File: src/rtl/filtro_pkg.sv
// Shared state encoding for the debounce filter FSM.
// Pure declarations; no logic, no latency, no flow control.
package filtro_pkg;

   typedef enum logic [1:0] {
      ESTAVEL_0  = 2'd0,
      CONFIRMA_1 = 2'd1,
      ESTAVEL_1  = 2'd2,
      CONFIRMA_0 = 2'd3
   } estado_t;

   function automatic logic eh_confirma(input estado_t e);
      return (e == CONFIRMA_1) || (e == CONFIRMA_0);
   endfunction

endpackage

File: src/rtl/sincronizador_2ff.sv
// Two-flop synchronizer for one asynchronous level, cleared by synchronous reset.
// Latency 2 cycles; no backpressure, samples every clk edge.
module sincronizador_2ff (
   input  logic clk,
   input  logic rst,
   input  logic i_assinc,
   output logic o_sinc
);

   logic r_s1;
   logic r_s2;

   always_ff @(posedge clk) begin
      if (rst) begin
         r_s1 <= 1'b0;
         r_s2 <= 1'b0;
      end else begin
         r_s1 <= i_assinc;
         r_s2 <= r_s1;
      end
   end

   assign o_sinc = r_s2;

endmodule

File: src/rtl/filtro_debounce.sv
// Debounces an async level: sync, then accept a change held N_ESTAVEL cycles; clean level + edge pulses.
// Change appears N_ESTAVEL+1 edges after first sample; no backpressure, all outputs registered.
module filtro_debounce
   import filtro_pkg::*;
#(
   parameter int N_ESTAVEL = 4,
   parameter int CONT_W    = 8
) (
   input  logic clk,
   input  logic rst,
   input  logic entrada,
   output logic saida,
   output logic pulso_subida,
   output logic pulso_descida,
   output logic ocupado
);

   localparam logic [CONT_W-1:0] C_LIMITE = CONT_W'(N_ESTAVEL - 1);
   localparam logic [CONT_W-1:0] C_UM     = CONT_W'(1);

   logic w_s2;

   estado_t           r_estado;
   logic [CONT_W-1:0] r_cont;
   logic              r_saida;
   logic              r_subida;
   logic              r_descida;
   logic              r_ocupado;

   estado_t           w_estado_prox;
   logic [CONT_W-1:0] w_cont_prox;
   logic              w_saida_prox;
   logic              w_subida_prox;
   logic              w_descida_prox;

   sincronizador_2ff u_sinc (
      .clk      (clk),
      .rst      (rst),
      .i_assinc (entrada),
      .o_sinc   (w_s2)
   );

   always_ff @(posedge clk) begin
      if (rst) begin
         r_estado  <= ESTAVEL_0;
         r_cont    <= '0;
         r_saida   <= 1'b0;
         r_subida  <= 1'b0;
         r_descida <= 1'b0;
         r_ocupado <= 1'b0;
      end else begin
         r_estado  <= w_estado_prox;
         r_cont    <= w_cont_prox;
         r_saida   <= w_saida_prox;
         r_subida  <= w_subida_prox;
         r_descida <= w_descida_prox;
         r_ocupado <= eh_confirma(w_estado_prox);
      end
   end

   // A bounce during confirmation drops straight back to the stable state: no partial credit.
   always_comb begin
      w_estado_prox  = r_estado;
      w_cont_prox    = r_cont;
      w_saida_prox   = r_saida;
      w_subida_prox  = 1'b0;
      w_descida_prox = 1'b0;
      case (r_estado)
         ESTAVEL_0: begin
            if (w_s2) begin
               w_estado_prox = CONFIRMA_1;
               w_cont_prox   = C_UM;
            end else begin
               w_cont_prox   = '0;
            end
         end
         CONFIRMA_1: begin
            if (!w_s2) begin
               w_estado_prox = ESTAVEL_0;
               w_cont_prox   = '0;
            end else if (r_cont == C_LIMITE) begin
               w_estado_prox = ESTAVEL_1;
               w_saida_prox  = 1'b1;
               w_subida_prox = 1'b1;
               w_cont_prox   = '0;
            end else begin
               w_cont_prox   = r_cont + C_UM;
            end
         end
         ESTAVEL_1: begin
            if (!w_s2) begin
               w_estado_prox = CONFIRMA_0;
               w_cont_prox   = C_UM;
            end else begin
               w_cont_prox   = '0;
            end
         end
         CONFIRMA_0: begin
            if (w_s2) begin
               w_estado_prox  = ESTAVEL_1;
               w_cont_prox    = '0;
            end else if (r_cont == C_LIMITE) begin
               w_estado_prox  = ESTAVEL_0;
               w_saida_prox   = 1'b0;
               w_descida_prox = 1'b1;
               w_cont_prox    = '0;
            end else begin
               w_cont_prox    = r_cont + C_UM;
            end
         end
         default: begin
            w_estado_prox = ESTAVEL_0;
            w_cont_prox   = '0;
         end
      endcase
   end

   assign saida         = r_saida;
   assign pulso_subida  = r_subida;
   assign pulso_descida = r_descida;
   assign ocupado       = r_ocupado;

endmodule

File: config.mk
export PLATFORM = sky130hd
export DESIGN_NAME = filtro_debounce
export DESIGN_NICKNAME = d
export VERILOG_FILES = /design/src/rtl/filtro_pkg.sv /design/src/rtl/sincronizador_2ff.sv /design/src/rtl/filtro_debounce.sv
export SDC_FILE = /design/constraint.sdc
export NUM_CORES = 1
export LEC_CHECK = 0
export CAP_MARGIN = 15
export CORE_MARGIN = 4
export CORE_UTILIZATION = 46
export DETAILED_ROUTE_END_ITERATION = 8
export GPL_TIMING_DRIVEN = 1
export PLACE_DENSITY = 0.78
export SYNTH_ARGS = -nofsm -noshare
export SYNTH_HDL_FRONTEND = slang
export SYNTH_HIERARCHICAL = 1
export SYNTH_SLANG_ARGS = --single-unit
File: constraint.sdc
create_clock -name clk -period 1.6 [get_ports clk]
set_clock_uncertainty 0.1 [all_clocks]
set_input_delay 0.24 -clock clk [delete_from_list [all_inputs] [get_ports clk]]
set_output_delay 0.24 -clock clk [all_outputs]
set_load 0.02 [all_outputs]
== Word level (Yosys, flattened, before mapping) ==
Index checks and enable logic that the tools add are counted.
Operators by class
  add/subtract/negate cells: 1
  equal/unequal tests: 10
  multiplexer cells: 19
  bitwise gates (word level): 3
  reduce and logical (&&, ||, !) cells: 6
Operators with widths (number)
  case mux 8 bit (4 select lines): 1
  two-way mux 8 bit: 3
  two-way mux 2 bit: 6
  adder 8 x 1 -> 8 bit (second input constant): 1
  equality test 8 x 2 -> 1 bit (second input constant): 1
  case mux 2 bit (4 select lines): 1
  two-way mux 1 bit: 7
  equality test 2 bit (second input constant): 3
  != test 2 bit (second input constant): 3
  OR reduction 3 bit: 2
  AND reduction 5 bit: 1
  equality test 2 x 1 -> 1 bit (second input constant): 2
  NOT 1 bit: 3
  zero test 2 bit: 1
  != test 2 x 1 -> 1 bit (second input constant): 1
  case mux 1 bit (2 select lines): 1
  nonzero test 2 bit: 1
  logical OR 1 bit: 1
Word-level totals
  flip-flop bits (word level): 16
  bits of input ports: 3
  output and inout bits: 4
  word-level logic and storage cells: 47

== Longest topological paths before layout ==
  word-level depth: 6
  mapped depth: 5
  depth with buffers taken out: 4

== By module ==
Netlist, hierarchy kept.
By module, submodules not included
  filtro_debounce: times used 1, cells each 64, area each 590.6 µm², seq. area each 280.3 µm²
  sincronizador_2ff: times used 1, cells each 4, area each 52.6 µm², seq. area each 40.0 µm²

== Worst setup path after synthesis ==
OpenSTA, ideal clock, no wires.
  path type: register -> register
  from: register r_cont[0]
  to: register r_saida, in the netlist saida
  library setup time: 0.075 ns
  arrival: 1.443 ns
  required time: 1.425 ns
  setup slack: -0.018 ns
  stages on the path, launching flop included: 5
  buffers on the path: 0
  clock period less this slack: 1.618 ns
  path through: dfxtp_1 ha_1 or4b_4 or2_4 o22ai_1
Between the ends
  word-level cells in the longest chain between the ends: 3
  elaborated cells on any way between the ends: 4
  classes of those cells: eq/ne (3); reduce/logical (1)
RTL lines
  start, declared: line filtro_debounce.sv:24  | logic [CONT_W-1:0] r_cont;
  start signal, assigned: line filtro_debounce.sv:53  | r_cont <= w_cont_prox;
  equality test 8 x 2 -> 1 bit *: line filtro_debounce.sv:81, filtro_debounce.sv:102
  != test 2 bit (no source line)
  AND reduction 5 bit (no source line) *
  end signal, assigned: line filtro_debounce.sv:54  | r_saida <= w_saida_prox;
  end, declared: line filtro_debounce.sv:25  | logic r_saida;
Every way passes the cells marked *; elsewhere a longest branch is shown, timed or not.
A chain may end at the register's enable or synchronous reset.

== Worst setup path after layout ==
  from: register r_cont[1]
  to: register r_saida, in the netlist saida
The elaborated chain is that of the path after synthesis.

==> results list <==
- Outcome: finished clean
- Sorting the synthesized cells by area gives the leading types as sky130_fd_sc_hd__dfxtp_1, sky130_fd_sc_hd__or4b_4, sky130_fd_sc_hd__xor2_1, sky130_fd_sc_hd__nand3_1, sky130_fd_sc_hd__a211oi_1.
- At the worst endpoint, the required time is between 1.5 and 2 ns.
- Average footprint of a synthesized cell: around 9.5 um^2
- Detailed Route Iter0 Violations: 13
* Number of detailed-route iterations in the first pass: 4
* Setup violation total in the final timing report: 0
- For the worst setup path, the data arrival time is approximately 1.7 ns.
- In this run the number of H-tree levels came out at 1.
- # nets final: 90
* Headroom to the max-slew limit: 0.736
- The worst hold path belongs to the class reg -> reg.
- For this run, design rule violations remaining after detail routing come to 0.
* Crit path setup slack, layout: ~0.044 ns
- After technology mapping, the gate count stands at 68.
- After detailed routing, the met2 layer carries a little over 600 um of wire.
* Number of failing hold endpoints at the final stage: 0
- Routability-driven placement finished with a final weighted congestion of approximately 0.83.
* Cell area after technology mapping: between 600 and 700 um^2
- Via count of the first global-routing pass: roughly 520
* Worst setup slack after placement: approximately 0.009 ns
* Proportion of synthesized chip area in sequential cells: 0.498
- Worst Path Max Fanout: 3
- In the final layout, the share of cells above drive strength 1 is 0.247.
* Antenna violations before repair: 0
- TritonCTS built the clock tree.
* Max-cap violation count: 0
- Entering global routing, the biggest net connects 10 pins.
- Initial Util: 0.494
- Worst Path Class, Setup: reg -> reg
- Clock root buffer: sky130_fd_sc_hd__clkbuf_4
* Count of nets left with antenna violations after detail routing: 0
- The clock reaches the later pin of the worst-skew pair after 0.28 ns.
- In the global route stage, overall resource usage came out at 0.152.
- Overflow left after global routing: 0
* Width of the die: between 40 and 50 um
- CTS clk-pin slew, worst paths: approximately 0.09 ns
* Post-route fraction of the period consumed by the critical path: 0.973
- Final Critical Period: around 1.6 ns
- Power comes to 0.000690 W.
- Leakage Power: roughly 0.31 nW
* Highest metal used: met4
* Number of register bits inferred by synthesis: 16
* Count of distinct cell types in the synthesized netlist: 24
* Top cell type by total area after synthesis: sky130_fd_sc_hd__dfxtp_1
* CTS Buffer Depth: 2
- Hpwl dp: between 800 and 900 um
* Count of standard-cell rows: 13
- Die Ht: ~45 um
* Total die area: approximately 2100 um^2
* First-pass GRT wire length: between 2000 and 2500 um
* Number of vias after detailed routing: between 500 and 600
- Yosys Warn Count: 6
- Power spread over the standard cell area amounts to 826 nW/um^2.
* Worst setup SP type: flop
- Transition time of the tightest slew-check pin: slightly below 0.4 ns
- Wire length on met1: 550 um
- Proportion of netlist area held by the largest area contributor: 0.498
* IR drop worst, VDD: about 0.58 mV
- DR WL/cell: between 10 and 15 um
- In this run the standard cell core region covers 1300 um^2.
- Area growth from synthesis to final layout: 30.0%
- For this design, the sink count on the clock tree is 16.
- Number of buffers created by CTS: 3
* Type of element capturing the critical path: flop
- When the netlist entered floorplanning its net count stood at 72.
* Number of antenna repair diodes: 0
* Number of I/O port buffers: 6
- In this run the count of I/O pins placed on the die edge is 7.
* Met3 routed wirelength: 53 um
* Average vias per placed instance: around 5.6
* Maximum achievable frequency: 0.643 GHz
* Total Routed Length: ~1200 um
- For the final routed database, the setup TNS stands at 0 ns.
* Max Transition Viols Final: 0
-- flip-flops by register name, indices dropped and copies added, names as in the netlist --
name	count
r_cont	8
r_estado	2
ocupado	1
pulso_descida	1
pulso_subida	1
saida	1
u_sinc/o_sinc	1
u_sinc/r_s1	1
-- per-layer routing --
metal,vias to the layer above,GRT usage
li1,278,-
met1,264,0.171
met2,12,0.248
met3,5,0.0356
met4,0,0.105
met5,-,0
-- through the flow --
| step | hold slack [ns] | area [um^2] | util | cells |
|---|---|---|---|---|
| final | 0.363 | 836 | 0.642 | 100 |
| after global routing | 0.367 | 836 | 0.642 | 100 |
| after floorplan | 0.209 | 647 | - | 68 |
| after global placement | 0.316 | 771 | 0.592 | 95 |
| after CTS | 0.363 | 808 | 0.621 | 99 |
| after detailed placement | 0.350 | 771 | 0.592 | 95 |
-- power by group --
| group | switching, W | internal, W |
|---|---|---|
| registers | 0.00000246 | 0.000402 |
| logic | 0.00000987 | 0.0000129 |
| clock network | 0.000124 | 0.000139 |
| total | 0.000136 | 0.000554 |
-- logic make-up (layout without fill, tap and decap cells) --
kind of cell | Yosys count | in the layout | share of synthesized area
XOR/XNOR | 4 | 4 | 0.0545
buffers and inverters | 4 | 21 | 0.0350
flip-flops | 16 | 16 | 0.498
AND/OR/NAND/NOR | 31 | 31 | 0.286
AO/OA/AOI/OAI | 12 | 12 | 0.107
adder cells (fa/ha/maj) | 1 | 1 | 0.0195
-- cell usage in the layout, fill, tap and decap left out, types with 3 or more instances in the layout --
master / instances
sky130_fd_sc_hd__a211oi_1: 3
sky130_fd_sc_hd__nand2_1: 4
sky130_fd_sc_hd__clkdlybuf4s50_1: 5
sky130_fd_sc_hd__o21ai_0: 4
sky130_fd_sc_hd__clkbuf_4: 3
sky130_fd_sc_hd__buf_4: 9
sky130_fd_sc_hd__nor2_1: 4
sky130_fd_sc_hd__xor2_1: 3
sky130_fd_sc_hd__a21oi_1: 4
sky130_fd_sc_hd__nor3_1: 4
sky130_fd_sc_hd__nand3_1: 5
sky130_fd_sc_hd__or3_1: 3
sky130_fd_sc_hd__dfxtp_1: 14
-- synthesized netlist by cell type --
master	count
sky130_fd_sc_hd__nor4b_1	1
sky130_fd_sc_hd__a21oi_1	4
sky130_fd_sc_hd__nand2_1	4
sky130_fd_sc_hd__buf_6	1
sky130_fd_sc_hd__xnor2_1	1
sky130_fd_sc_hd__clkbuf_1	1
sky130_fd_sc_hd__nor2_1	4
sky130_fd_sc_hd__xor2_1	3
sky130_fd_sc_hd__nor3_1	4
sky130_fd_sc_hd__nand4_1	2
sky130_fd_sc_hd__nand3_1	5
sky130_fd_sc_hd__nand2b_1	1
sky130_fd_sc_hd__and2_1	1
sky130_fd_sc_hd__or4b_4	2
sky130_fd_sc_hd__o21ai_0	4
sky130_fd_sc_hd__inv_1	2
sky130_fd_sc_hd__or2_4	1
sky130_fd_sc_hd__or3_1	3
sky130_fd_sc_hd__nor2b_1	2
sky130_fd_sc_hd__o22ai_1	1
sky130_fd_sc_hd__a211oi_1	3
sky130_fd_sc_hd__dfxtp_1	16
sky130_fd_sc_hd__nand3b_1	1
sky130_fd_sc_hd__ha_1	1
-- cell type report --
cell class	count	area, um^2
Clock buffer	4	36.3
Inverter	2	7.51
Multi-Input combinational cell	48	320
Sequential cell	16	323
Tap cell	15	18.8
Fill cell	103	465
Timing Repair Buffer	15	130
-- worst paths after layout --
kind	start	endpoint	slack, ns	cells after the start
max	r_cont[1]	saida	0.04	4
min	u_sinc/r_s1	u_sinc/o_sinc	0.36	1
max reg2reg	r_cont[1]	saida	0.04	4
min reg2reg	u_sinc/r_s1	u_sinc/o_sinc	0.36	1
-- worst max-delay path, stage by stage, from the launching register on --
cell                      delay (ns)
sky130_fd_sc_hd__dfxtp_2        0.36
sky130_fd_sc_hd__ha_4           0.14
sky130_fd_sc_hd__or4b_4         0.46
sky130_fd_sc_hd__or2_4          0.28
sky130_fd_sc_hd__o22ai_2        0.15
-- what timing repair did --
action	4_1_cts	5_1_grt
buffers inserted	0	1
endpoints found under the setup margin	1	8
resized for setup	1	4
hold buffers	0	0
(Power assumes the default switching activity.)
==> variant 1: new RTL, same settings <==
The parameter `CONT_W` goes from 8 to 12.
--- a/src/rtl/filtro_debounce.sv
+++ b/src/rtl/filtro_debounce.sv
@@ -4,7 +4,7 @@
    import filtro_pkg::*;
 #(
    parameter int N_ESTAVEL = 4,
-   parameter int CONT_W    = 8
+   parameter int CONT_W    = 12
 ) (
    input  logic clk,
    input  logic rst,
Check against the original RTL: same outputs for any inputs over 10 cycles, from zero or initial values and one cycle with rst high; that may be too few to reach the edited logic, so the function may still have changed.
==> variant 1 against the original RTL <==
Synthesized area is 25% higher; global-route usage decreased by 2.8 points; total power increased by 8.9%; sequential cell count up 4; setup slack gained 0.011 ns; synthesized cell count up 24%; final area grew 13%; combinational power fell by 18%; register-to-register slack improved by 0.09 ns; wire length is 5.4% higher; first-iteration DRC count grew 62%; final cell count rose by 12%; largest power group unchanged.
==> variant 1: results (changes against the original RTL) <==
Worst setup path
  • Reg-to-Reg End: saida$_SDFFE_PP0P_
  • Critical path's largest stage delay: 0.59 ns (+0.13 ns)
  • Crit-path slowest cell: clkdlybuf4s50_1
  • Reg2Reg Setup Slack: 0.13 ns (+0.09 ns)
  • Worst Path Max Fanout: 1 (-2)
  • Cell family with most CP delay: buffers and inverters
  • RR Startpoint: r_cont[6]$_SDFF_PP0_
  • Reg2reg path depth: 4 (unchanged)

STA
  • Worst-Margin Slew: 0.304 ns (-0.0870 ns)

Route
  • Avg WL per Cell: 11.7 um (-5.9%)
  • 1st-iter DRT viols: 21 (+8)
  • Routed vias/inst: 5.13 (-8.3%)
  • Final WL: 1.31 mm (+5.4%)
  • First-pass DRT Iterations: 3 (-1)

Min path
  • Worst hold endpoint: u_sinc/o_sinc$_SDFF_PP0_
  • Hold Crit Depth: 1 (unchanged)
  • Hold WC Path Type: flip-flop to flip-flop
  • Hold Startpoint: u_sinc/r_s1$_SDFF_PP0_

Power
  • Maximum VDD drop: 0.000656 V (+12%)
  • Leak: 0.336 nW (+7.7%)

Layout
  • Inserted Diodes: 0 (unchanged)
  • Number of fill cells in the layout: 149 (+45%)
  • Largest regs: r_cont: 12 flops, r_estado: 2 flops
  • Fin nets: 102 (+13%)
  • Fraction of layout cells with a size suffix above 1: 0.167 (-0.0804)

Clocking
  • Root Buffer: clkbuf_4
  • Num CTS Buffers: 3 (unchanged)
  • Clock transition at path regs: 0.10 ns
  • H-tree depth: 1 (unchanged)
  • Setup Fix Bufs, Post-CTS: 0 (unchanged)
  • Clk_lat worst skew: 0.30 ns (+0.02 ns)

Status
  • Outcome: finished clean

Synthesis
  • Cell count after synthesis: 84 (+24%)
  • Top post-synthesis cells by area: dfxtp_1 (50%), nor2_1 (7.0%), xnor2_1 (5.4%), xor2_1 (5.4%), nand2b_1 (3.1%)
  • Seq/Total Area, Yosys: 0.497 (-0.00116)
  • Post-synth net total: 88 (+22%)
  • Top FF cell, synth: dfxtp_1
  • Top cells by count, synth: dfxtp_1 (20), nor2_1 (15), nand2_1 (5), xnor2_1 (5), xor2_1 (5)
  • YS warnings: 6 (unchanged)
  • Post-synth ARST share: 0 (unchanged)

Place
  • Port bufs: 6 (unchanged)
  • Placed Instances: 109 (+15%)
  • Post-DP HPWL: 976 um (+12%)
  • Pre-CTS setup slack: -0.00797 ns (-0.0172 ns)
  • GPL Wtd Cong: 0.721 (-13%)

Global route
  • First-pass GRT wire length: 2.34 mm (+7.6%)
  • Vias in the first global route: 537 (+2.5%)
  • GRT Total Usage: 0.123 (-0.0285)
  • Initial antenna violation count: 0 (unchanged)
  • Largest net degree at the start of global routing: 11 (+1)
variant 1: changes by cell type after synthesis, sizes merged, moves of 3 or more:
cell,unedited run,this run
nor2,4,15
dfxtp,16,20
xnor2,1,5
a211oi,3,0
a21oi,4,1
nand2b,1,4
o21ai,4,1
or3,3,0
variant 1: cell type report:
| class | count | area share |
|---|---|---|
| multi-input cells | 62 | 0.429 |
| flip-flops and latches | 20 | 0.425 |
| clock buffers | 3 | 0.0238 |
| inverters | 1 | 0.00397 |
| repair buffers | 10 | 0.0979 |
| well taps | 16 | 0.0212 |
variant 1: how the worst max path moves through the flow:
stage                                 end  cells past startpoint  slack, ns                     start
global route                pulso_descida                      1      0.004  pulso_descida$_SDFF_PP0_
CTS                                 saida                      1      0.003        saida$_SDFFE_PP0P_
global placement       saida$_SDFFE_PP0P_                      5       0.12      r_cont[0]$_SDFF_PP0_
floorplan           r_cont[11]$_SDFF_PP0_                      6       0.11      r_cont[0]$_SDFF_PP0_
finish                      pulso_descida                      1       0.05  pulso_descida$_SDFF_PP0_
detailed placement     saida$_SDFFE_PP0P_                      5     -0.008      r_cont[0]$_SDFF_PP0_
variant 1: repair_timing:
action / in CTS / in global routing
endpoints found under the hold margin: 0 / 0
pin swaps: 0 / 1
setup endpoints to repair: 5 / 11
resized for setup: 1 / 3
variant 1: per-stage QoR:
stage          utilization  cell area (sq um)  power [mW]  hold WS, ns
6_report             0.600                946       0.752        0.356
5_1_grt              0.600                946       0.786        0.375
4_1_cts              0.594                936       0.757        0.361
3_5_place_dp         0.576                908       0.534        0.346
3_3_place_gp         0.576                908       0.534        0.320
2_1_floorplan            -                806       0.522        0.212
variant 1: logic make-up after synthesis:
logic type,synth area share
compound gates,0.0217
fa+ha+maj,0.0155
mux,0.0124
simple gates,0.331
flops,0.497
xor+xnor,0.109
buf+inv,0.0140
variant 1: report_power, final:
part | internal, mW | switching [mW]
sequential | 0.502 | 0.00217
combinational | 0.0112 | 0.00741
clock | 0.0878 | 0.141
total | 0.601 | 0.151
variant 1: routing by layer:
layer,vias up,track usage,share of wire,wire (um)
met5,-,0,0,0
met2,7,0.194,0.45,587
met3,5,0.0271,0.032,42
met1,255,0.154,0.50,653
li1,307,-,-,-
met4,0,0.0691,0.021,27
==> variant 2: new RTL, config.mk and constraints unchanged <==
Without the edit above. Remove the register `r_ocupado`: a continuous assignment takes its place, so the output `ocupado` follows one clock earlier.
--- a/src/rtl/filtro_debounce.sv
+++ b/src/rtl/filtro_debounce.sv
@@ -47,16 +47,16 @@
          r_saida   <= 1'b0;
          r_subida  <= 1'b0;
          r_descida <= 1'b0;
-         r_ocupado <= 1'b0;
       end else begin
          r_estado  <= w_estado_prox;
          r_cont    <= w_cont_prox;
          r_saida   <= w_saida_prox;
          r_subida  <= w_subida_prox;
          r_descida <= w_descida_prox;
-         r_ocupado <= eh_confirma(w_estado_prox);
       end
    end
+
+   assign r_ocupado = eh_confirma(w_estado_prox);
 
    // A bounce during confirmation drops straight back to the stable state: no partial credit.
    always_comb begin
Function: changed (a bounded check fails within 4 cycles, from zero or initial values and one cycle with rst high).
==> variant 2 against the original RTL <==
The flow now finishes with violations (setup timing); maximum frequency is 26% lower; sequential cell count shrank 1; utilization up 15 points; synthesized area fell by 4.9%; die area fell by 4.0%; total power down 8.6%; clock power shrank 16%; setup slack worse by 0.54 ns; combinational power up 41%; wire length up 29%; register-to-register slack worse by 0.21 ns; final area increased by 10%; critical path type is now flip-flop to output port; highest routed layer unchanged.
==> variant 2: results (changes against the original RTL) <==
Power
  • Flop pwr share: 0.600 (+0.014)
  • P_comb: 0.0321 mW (+41%)
  • Leak: 0.357 nW (+14%)
  • Maximum VDD drop: 0.000721 V (+23%)

Global route
  • First-pass GRT wire length: 2.60 mm (+20%)
  • Largest net degree at the start of global routing: 9 (-1)
  • GRT Total Usage: 0.182 (+0.0300)

Route
  • Avg WL per Cell: 15.3 um (+23%)
  • Routed vias/inst: 5.77 (+3.2%)

STA
  • Final Setup Violations: 4 (+4)
  • Worst Hold Margin: 0.352 ns (-0.0105 ns)
  • Final Worst Setup Slack: -0.497 ns (-0.541 ns)
  • Worst-Margin Slew: 0.370 ns (-0.0212 ns)
  • Setup TNS Final: -0.844 ns (-0.844 ns)

Place
  • Post-DP HPWL: 980 um (+12%)
  • Area of placed instances: 827 sq um (+7.3%)
  • Pre-CTS setup slack: -0.582 ns (-0.592 ns)
  • Placed Instances: 99 (+4.2%)
  • GPL Wtd Cong: 0.888 (+6.6%)

Worst setup path
  • Worst Path Max Fanout: 2 (-1)
  • Critical Path End: ocupado
  • Reg2Reg Setup Slack: -0.17 ns (-0.21 ns)
  • Reg2reg path depth: 6 (+2)

Synthesis
  • Top cells by count, synth: dfxtp_1 (15), nand3_1 (4), nor2_1 (4), nor3_1 (4)
  • Seq/Total Area, Yosys: 0.491 (-0.00726)
  • Post-Syn Area per Cell: 9.71 sq um (+2.7%)

Layout
  • Number of fill cells in the layout: 83 (-19%)
  • Fraction of layout cells with a size suffix above 1: 0.418 (+0.171)
  • Final cell count without fillers: 105 (+5.0%)

Status
  • Failing checks: setup timing
  • Outcome: finished with violations
[variant 2: layout make-up]
class                      instances  area (sq um)  area share
multi-input combinational         47           370       0.401
sequential                        15           303       0.328
timing repair buffer              24           203       0.220
clock buffer                       4          26.3      0.0285
tap                               14          17.5      0.0190
inverter                           1          3.75     0.00407
[variant 2: what timing repair did]
action                                  CTS  global route
buffers inserted                          4             2
endpoints found under the setup margin    4            11
hold endpoints to repair                  0             0
pin swaps                                 2             0
resized for setup                        13            10
[variant 2: cell families after synthesis]
family	after synthesis	synth area share
AOI/OAI and AO/OA	11	0.108
xor gates and xnor gates	4	0.0573
adders and majority gates	1	0.0204
buffers and inverters	1	0.00613
DFF	15	0.491
and+or+nand+nor	31	0.317
[variant 2: per-layer routing]
layer / GRT usage / routed length (um) / vias up
met1: 0.222 / 680 / 285
met5: 0 / 0 / -
met4: 0.102 / 63 / 0
met2: 0.289 / 772 / 27
met3: 0.0407 / 88 / 8
li1: - / - / 286
